**config.mk**
```make
export PLATFORM = sky130hd
export DESIGN_NAME = instr_encoder
export DESIGN_NICKNAME = d
export VERILOG_FILES = /design/src/rtl/enc_pkg.sv /design/src/rtl/enc_imm_range_check.sv /design/src/rtl/instr_encoder.sv
export SDC_FILE = /design/constraint.sdc
export NUM_CORES = 1
export LEC_CHECK = 0
export CORE_MARGIN = 4
export CORE_UTILIZATION = 50
export DETAILED_ROUTE_END_ITERATION = 10
export GPL_ROUTABILITY_DRIVEN = 0
export GPL_TIMING_DRIVEN = 0
export PLACE_DENSITY_LB_ADDON = 0.1
export SLEW_MARGIN = 20
export SYNTH_ARGS = -nofsm -noshare
export SYNTH_HDL_FRONTEND = slang
export SYNTH_SLANG_ARGS = --single-unit
export TNS_END_PERCENT = 100
```
**constraint.sdc**
```tcl
create_clock -name clk -period 4.6 [get_ports clk]
set_input_delay 0.92 -clock clk [delete_from_list [all_inputs] [get_ports clk]]
set_output_delay 0.92 -clock clk [all_outputs]
set_load 0.01 [all_outputs]
```
**src/rtl/enc_pkg.sv**
```systemverilog
// Shared types and constants for the RV32I instruction encoder.
// Format codes, base opcodes and the S1 pipeline bundle.
package enc_pkg;

    typedef enum logic [2:0] {
        FMT_R = 3'd0,
        FMT_I = 3'd1,
        FMT_S = 3'd2,
        FMT_B = 3'd3,
        FMT_U = 3'd4,
        FMT_J = 3'd5
    } fmt_e;

    localparam logic [6:0] OP_LOAD   = 7'b0000011;
    localparam logic [6:0] OP_IMM    = 7'b0010011;
    localparam logic [6:0] OP_STORE  = 7'b0100011;
    localparam logic [6:0] OP_BRANCH = 7'b1100011;
    localparam logic [6:0] OP_LUI    = 7'b0110111;
    localparam logic [6:0] OP_JAL    = 7'b1101111;
    localparam logic [6:0] OP_REG    = 7'b0110011;

    // addi x0, x0, 0
    localparam logic [31:0] NOP_INSTR = 32'h0000_0013;

    // Fields held in S1; fmt stays raw so codes 6/7 survive to assembly.
    typedef struct packed {
        logic [2:0]  fmt;
        logic [6:0]  opcode;
        logic [4:0]  rd;
        logic [4:0]  rs1;
        logic [4:0]  rs2;
        logic [2:0]  funct3;
        logic [6:0]  funct7;
        logic [31:0] imm;
        logic        range_err;
    } s1_t;

endpackage

```
**src/rtl/enc_imm_range_check.sv**
```systemverilog
// Immediate representability check for each RV32I format.
// Purely combinational; undefined formats always report an error.
module enc_imm_range_check
    import enc_pkg::*;
(
    input  logic [2:0]  fmt,
    input  logic [31:0] imm,
    output logic        range_err
);

    logic sext_11;
    logic sext_12;
    logic sext_20;

    assign sext_11 = (imm[31:11] == '0) || (&imm[31:11]);
    assign sext_12 = (imm[31:12] == '0) || (&imm[31:12]);
    assign sext_20 = (imm[31:20] == '0) || (&imm[31:20]);

    // Select the sign-extension / alignment rule for the format.
    always_comb begin
        range_err = 1'b1;
        case (fmt)
            FMT_R:        range_err = 1'b0;
            FMT_I, FMT_S: range_err = !sext_11;
            FMT_B:        range_err = !sext_12 || imm[0];
            FMT_J:        range_err = !sext_20 || imm[0];
            FMT_U:        range_err = |imm[11:0];
            default:      range_err = 1'b1;
        endcase
    end

endmodule

```
**src/rtl/instr_encoder.sv**
```systemverilog
// Two-stage RV32I encoder: S1 latches fields and range flag,
// S2 holds the packed word behind a valid/ready output.
module instr_encoder
    import enc_pkg::*;
#(
    parameter int ERR_CNT_W = 8
) (
    input  logic                 clk,
    input  logic                 rst,
    input  logic                 in_valid,
    output logic                 in_ready,
    input  logic [2:0]           in_fmt,
    input  logic [6:0]           in_opcode,
    input  logic [4:0]           in_rd,
    input  logic [4:0]           in_rs1,
    input  logic [4:0]           in_rs2,
    input  logic [2:0]           in_funct3,
    input  logic [6:0]           in_funct7,
    input  logic [31:0]          in_imm,
    output logic                 out_valid,
    input  logic                 out_ready,
    output logic [31:0]          out_instr,
    output logic                 out_range_err,
    output logic [ERR_CNT_W-1:0] err_count,
    input  logic                 clr_err
);

    s1_t                  s1_q, s1_d;
    logic                 s1_valid_q, s1_valid_d;
    logic                 s2_valid_q, s2_valid_d;
    logic [31:0]          s2_instr_q, s2_instr_d;
    logic                 s2_err_q, s2_err_d;
    logic [ERR_CNT_W-1:0] err_cnt_q, err_cnt_d;

    logic        s1_adv;
    logic        s2_adv;
    logic        chk_err;
    logic [31:0] asm_instr;

    enc_imm_range_check u_chk (
        .fmt       (in_fmt),
        .imm       (in_imm),
        .range_err (chk_err)
    );

    assign s2_adv   = !s2_valid_q || out_ready;
    assign s1_adv   = !s1_valid_q || s2_adv;
    assign in_ready = s1_adv;

    assign out_valid     = s2_valid_q;
    assign out_instr     = s2_instr_q;
    assign out_range_err = s2_err_q;
    assign err_count     = err_cnt_q;

    // Scatter S1 fields into the instruction word for its format.
    always_comb begin
        asm_instr = NOP_INSTR;
        case (s1_q.fmt)
            FMT_R: asm_instr = {s1_q.funct7, s1_q.rs2, s1_q.rs1,
                                s1_q.funct3, s1_q.rd, s1_q.opcode};
            FMT_I: asm_instr = {s1_q.imm[11:0], s1_q.rs1,
                                s1_q.funct3, s1_q.rd, s1_q.opcode};
            FMT_S: asm_instr = {s1_q.imm[11:5], s1_q.rs2, s1_q.rs1,
                                s1_q.funct3, s1_q.imm[4:0], s1_q.opcode};
            FMT_B: asm_instr = {s1_q.imm[12], s1_q.imm[10:5],
                                s1_q.rs2, s1_q.rs1, s1_q.funct3,
                                s1_q.imm[4:1], s1_q.imm[11], s1_q.opcode};
            FMT_U: asm_instr = {s1_q.imm[31:12], s1_q.rd, s1_q.opcode};
            FMT_J: asm_instr = {s1_q.imm[20], s1_q.imm[10:1],
                                s1_q.imm[11], s1_q.imm[19:12],
                                s1_q.rd, s1_q.opcode};
            default: asm_instr = NOP_INSTR;
        endcase
    end

    // Pipeline advance and saturating error counter next state.
    always_comb begin
        s1_d       = s1_q;
        s1_valid_d = s1_valid_q;
        s2_valid_d = s2_valid_q;
        s2_instr_d = s2_instr_q;
        s2_err_d   = s2_err_q;
        err_cnt_d  = err_cnt_q;

        if (s1_adv) begin
            s1_valid_d = in_valid;
            if (in_valid) begin
                s1_d.fmt       = in_fmt;
                s1_d.opcode    = in_opcode;
                s1_d.rd        = in_rd;
                s1_d.rs1       = in_rs1;
                s1_d.rs2       = in_rs2;
                s1_d.funct3    = in_funct3;
                s1_d.funct7    = in_funct7;
                s1_d.imm       = in_imm;
                s1_d.range_err = chk_err;
            end
        end

        if (s2_adv) begin
            s2_valid_d = s1_valid_q;
            if (s1_valid_q) begin
                s2_instr_d = asm_instr;
                s2_err_d   = s1_q.range_err;
            end
        end

        if (clr_err) begin
            err_cnt_d = '0;
        end else if (s2_valid_q && out_ready && s2_err_q
                     && (err_cnt_q != '1)) begin
            err_cnt_d = err_cnt_q + ERR_CNT_W'(1);
        end
    end

    // State registers; reset drops everything in flight.
    always_ff @(posedge clk or posedge rst) begin
        if (rst) begin
            s1_q       <= '0;
            s1_valid_q <= 1'b0;
            s2_valid_q <= 1'b0;
            s2_instr_q <= '0;
            s2_err_q   <= 1'b0;
            err_cnt_q  <= '0;
        end else begin
            s1_q       <= s1_d;
            s1_valid_q <= s1_valid_d;
            s2_valid_q <= s2_valid_d;
            s2_instr_q <= s2_instr_d;
            s2_err_q   <= s2_err_d;
            err_cnt_q  <= err_cnt_d;
        end
    end

endmodule

```
# Word-level counts from Yosys, hierarchy flattened
# Index checks and enable logic that the tools add are counted.
[word_totals] elab_cells=58 regBits=111 out_inout_bits=43
[op_classes] eq_ne=11 n_addsub=1 mux=4 n_reduce_logical=28
[op_table] operator="$pmux W32 S6" count=1
[op_table] operator="$logic_not A21 Y1" count=1
[op_table] operator="$reduce_and A21 Y1" count=1
[op_table] operator="$logic_not A20 Y1" count=1
[op_table] operator="$reduce_and A20 Y1" count=1
[op_table] operator="$mux W8" count=2
[op_table] operator="$eq A3 B2 Y1 const B" count=4
[op_table] operator="$eq A3 B3 Y1 const B" count=4
[op_table] operator="$logic_not A12 Y1" count=1
[op_table] operator="$reduce_and A12 Y1" count=1
[op_table] operator="$reduce_or A12 Y1" count=1
[op_table] operator="$add A8 B1 Y8 const B" count=1
[op_table] operator="$ne A8 B8 Y1 const B" count=1
[op_table] operator="$logic_or A1 B1 Y1" count=7
[op_table] operator="$eq A3 B1 Y1 const B" count=2
[op_table] operator="$logic_not A3 Y1" count=2
[op_table] operator="$logic_not A1 Y1" count=5
[op_table] operator="$pmux W1 S5" count=1
[op_table] operator="$reduce_and A2 Y1" count=2
[op_table] operator="$logic_and A1 B1 Y1" count=3
[op_table] operator="$reduce_bool A2 Y1" count=1
[op_table] operator="$reduce_or A2 Y1" count=1

# Logic depth before layout (Yosys ltp)
[depth] depth_word=5 depth_mapped=7

# Hierarchy
# From an unflattened synthesis, not the netlist that was laid out.
[hier_totals] cells_unflattened=410 area_unflattened_um2=5034.8
[by_module_without_submodules] module="instr_encoder" n_inst=1 cells_per_inst=379 area_each_um2=4830.9
[by_module_without_submodules] module="enc_imm_range_check" n_inst=1 cells_per_inst=31 area_each_um2=203.9

# Worst setup path before layout
# OpenSTA, ideal clock, no wires.
[synth_path] path_type="input-to-output" startpoint="input port out_ready" endpoint="output port in_ready" setup_slack_ns=2.514 path_stages=1 required_time_ns=3.680 t_arrival_ns=1.166 cell_sequence="nand3b_2"
[synth_between] elab_chain_cells=2
[synth_rtl] element="from (decl)" line="instr_encoder.sv:21" text="input logic out_ready,"
[synth_rtl] element="$logic_or A1 B1 Y1" line="instr_encoder.sv:46" text="assign s2_adv = !s2_valid_q || out_ready;"
[synth_rtl] element="$logic_or A1 B1 Y1" line="instr_encoder.sv:47" text="assign s1_adv = !s1_valid_q || s2_adv;"
[synth_rtl] element="to (decl)" line="instr_encoder.sv:11" text="output logic in_ready,"
# No other way between the ends.

# Worst setup path after layout
# Ends and elaborated chain as after synthesis.

==> qor.csv <==
metric,value,unit
DR WL met2,6060,um
DR WL met3,737,um
"Cell Area, Synth",0.00498,mm^2
initial antenna violation count,0,
largest net degree at the start of global routing,62,
maximum net fanout on the critical path,4,
post-DP HPWL,9140,um
Pre-Repair DR Iteration Count,4,
vias per cell,5.51,
Post-synth ARST share,1.00,
top sig layer,met4,
IO Count,115,
GRT overflow,0,
overall die area,0.0116,mm^2
vias in the first global route,3841,
FF-to-FF End,out_instr[20]$_DFFE_PP0P_,
# port buffers,113,
"Primary FF master, synth",dfrtp_1,
Tightest Hold Check Type,reg -> reg,
die height,108,um
clock root cell,clkbuf_8,
number of CTS-inserted buffers,9,
Finished Layout Cells,678,
multi-input logic area,0.00203,mm^2
maximum VDD drop,0.000204,V
antenna cells,0,
headroom to the max-slew limit,0.649,
Placed Cells,662,
die width,108,um
Final Max Slew Viols,0,
CP Class,in -> out,
CP most frequent cell,clkdlybuf4s50_1,
cell count after synthesis,415,
Clock Pin Slew Worst Setup and Hold Paths,0.10,ns
post-layout min period,3.14,ns
cts hold-fix bufs,0,
Critical-path top delay cell,clkdlybuf4s50_1,
synth unique cells,47,
Clock Sinks,111,
period utilisation layout,0.683,
Met1 Wirelength,4970,um
WHS Path Cells,2,
status,"complete, no violations",
Worst setup EP type,primary output,
Routed WL per cell,17.7,um
CP top delay family,buffers and inverters,
register area share after synthesis,0.557,
"slowest stage delay, CP",0.56,ns
Hold Path Sink,out_range_err$_DFFE_PP0P_,
filler cell count,799,
Reg area,0.00278,mm^2
# H-tree levels,3,
"commonest non-fill, non-tap cell in the layout",clkdlybuf4s50_1,
residual DRC count,0,
setup violators final,0,
First DRT Iteration DRCs,150,
#FFs+latches synth,111,
critical path cell sequence,clkdlybuf4s50_1 -> nand3b_2 -> clkdlybuf4s50_1,
min-delay src,s1_q[0]$_DFFE_PP0P_,
syn avg cell area,12.0,um^2
Worst-Skew Late Latency,0.37,ns
worst reg2reg setup slack,2.88,ns
Worst-Margin Slew,0.526,ns
Reg-to-Reg Start,s1_q[67]$_DFFE_PP0P_,
share of cells above drive strength 1,0.0807,
Area Growth Syn to Fin,30.3,%
f_max,318,MHz
Buf/Inv on CP,2,
DRT antenna net count,0,
worst hold slack,0.477,ns
Fin. Hold Viols,0,
# rows,36,
final WL,12000,um
CTS tree,done,
fin nets,613,
Max-Cap Viols,0,
Pleak,0.00266,uW
Post-CTS Setup Bufs,0,
synth warn,0,
CORE AREA,0.00973,mm^2
Worst Setup Start Kind,input port,
first-pass GRT wire length,19500,um
RSZ-0062 raised after global routing,no,
Initial Utilization,0.512,
via count,3733,
"Arr. time, crit path",2.22,ns
post_cts resized,0,
Max clock buf depth,2,
GRT Overall Usage,0.218,
r2r worst-path depth,5,
Final Skew,0.0144,ns
syn_nets,488,
"leading cell types in the layout, fill and taps excluded","clkdlybuf4s50_1 (113), dfrtp_1 (111), mux2_1 (68), nor2_1 (41), nand2_1 (24)",
P per Cell Area,377,mW/mm^2
"EDFF count, synth",0,
worst path required time,3.68,ns
worst register-to-register path: stages (launching register included):
cell,delay (ns)
dfrtp_1,0.34
buf_2,0.19
buf_6,0.20
mux2_1,0.34
a221oi_1,0.44
o21ai_1,0.10
stage by stage:
| step | power [uW] | util | worst slack (ns) | setup TNS (ns) | area [um^2] |
|---|---|---|---|---|---|
| 2_1_floorplan | 1590 | - | 0.749 | 0 | 4980 |
| 3_3_place_gp | 1910 | 0.646 | -0.836 | -91.81 | 6280 |
| 3_5_place_dp | 1930 | 0.649 | 1.45 | 0 | 6310 |
| 4_1_cts | 2480 | 0.668 | 1.44 | 0 | 6490 |
| 5_1_grt | 2590 | 0.668 | 1.42 | 0 | 6490 |
| 6_report | 2450 | 0.668 | 1.46 | 0 | 6490 |
final cells by class:
class,count,area share
Tap cell,133,0.0256
Clock buffer,11,0.0218
Inverter,9,0.00597
Buffer,24,0.0218
Clock inverter,5,0.00616
Multi-Input combinational cell,271,0.313
Sequential cell,111,0.428
Timing Repair Buffer,114,0.178
cells in the mapped netlist, types with 6 or more instances:
| master | count | area [um^2] |
|---|---|---|
| dfrtp_1 | 111 | 2780 |
| o21a_1 | 8 | 60.1 |
| inv_1 | 8 | 30.0 |
| a221oi_1 | 14 | 123 |
| o221ai_1 | 8 | 70.1 |
| nor2b_1 | 8 | 50.1 |
| buf_2 | 11 | 55.1 |
| nor2_1 | 41 | 154 |
| nand2_1 | 24 | 90.1 |
| mux2_1 | 68 | 766 |
| nand4_1 | 7 | 43.8 |
| a21oi_1 | 15 | 75.1 |
| mux2i_1 | 8 | 80.1 |
| nor3_1 | 6 | 30.0 |
| o21ai_1 | 9 | 45.0 |
metal layers:
metal,track usage,up-vias
met4,0.0730,0
met2,0.369,108
met1,0.281,1864
li1,-,1748
met3,0.0438,13
met5,0,-
cells by family after synthesis:
| logic type | Yosys count | share of synthesized area |
|---|---|---|
| multiplexers | 77 | 0.172 |
| adder cells (fa/ha/maj) | 1 | 0.00251 |
| buffers and inverters | 33 | 0.0351 |
| XOR/XNOR | 7 | 0.0123 |
| flip-flops | 111 | 0.557 |
| AND/OR/NAND/NOR | 111 | 0.109 |
| AO/OA/AOI/OAI | 75 | 0.112 |
worst max path at each step:
| stage | from | slack [ns] | cells past startpoint | end |
|---|---|---|---|---|
| final | out_ready | 1.46 | 3 | in_ready |
| after global routing | out_ready | 1.42 | 3 | in_ready |
| after CTS | out_ready | 1.44 | 3 | in_ready |
| after detailed placement | out_ready | 1.45 | 3 | in_ready |
| after global placement | rst | -0.84 | 2 | s1_q[59]$_DFFE_PP0P_ |
| after floorplan | rst | 0.75 | 1 | err_count[0]$_DFFE_PP0P_ |
sequential cells by signal, summed over array words and instances (netlist names):
| register | flops |
|---|---|
| s1_valid_q | 1 |
| out_range_err | 1 |
| out_instr | 32 |
| out_valid | 1 |
| err_count | 8 |
| s1_q | 68 |
report_power, final:
part           leakage [uW]  switching, uW  internal [uW]
clock network     0.0000943            330            217
registers           0.00132           99.1           1140
logic               0.00125            302            361
No activity file was read; power rests on OpenSTA's default activity.
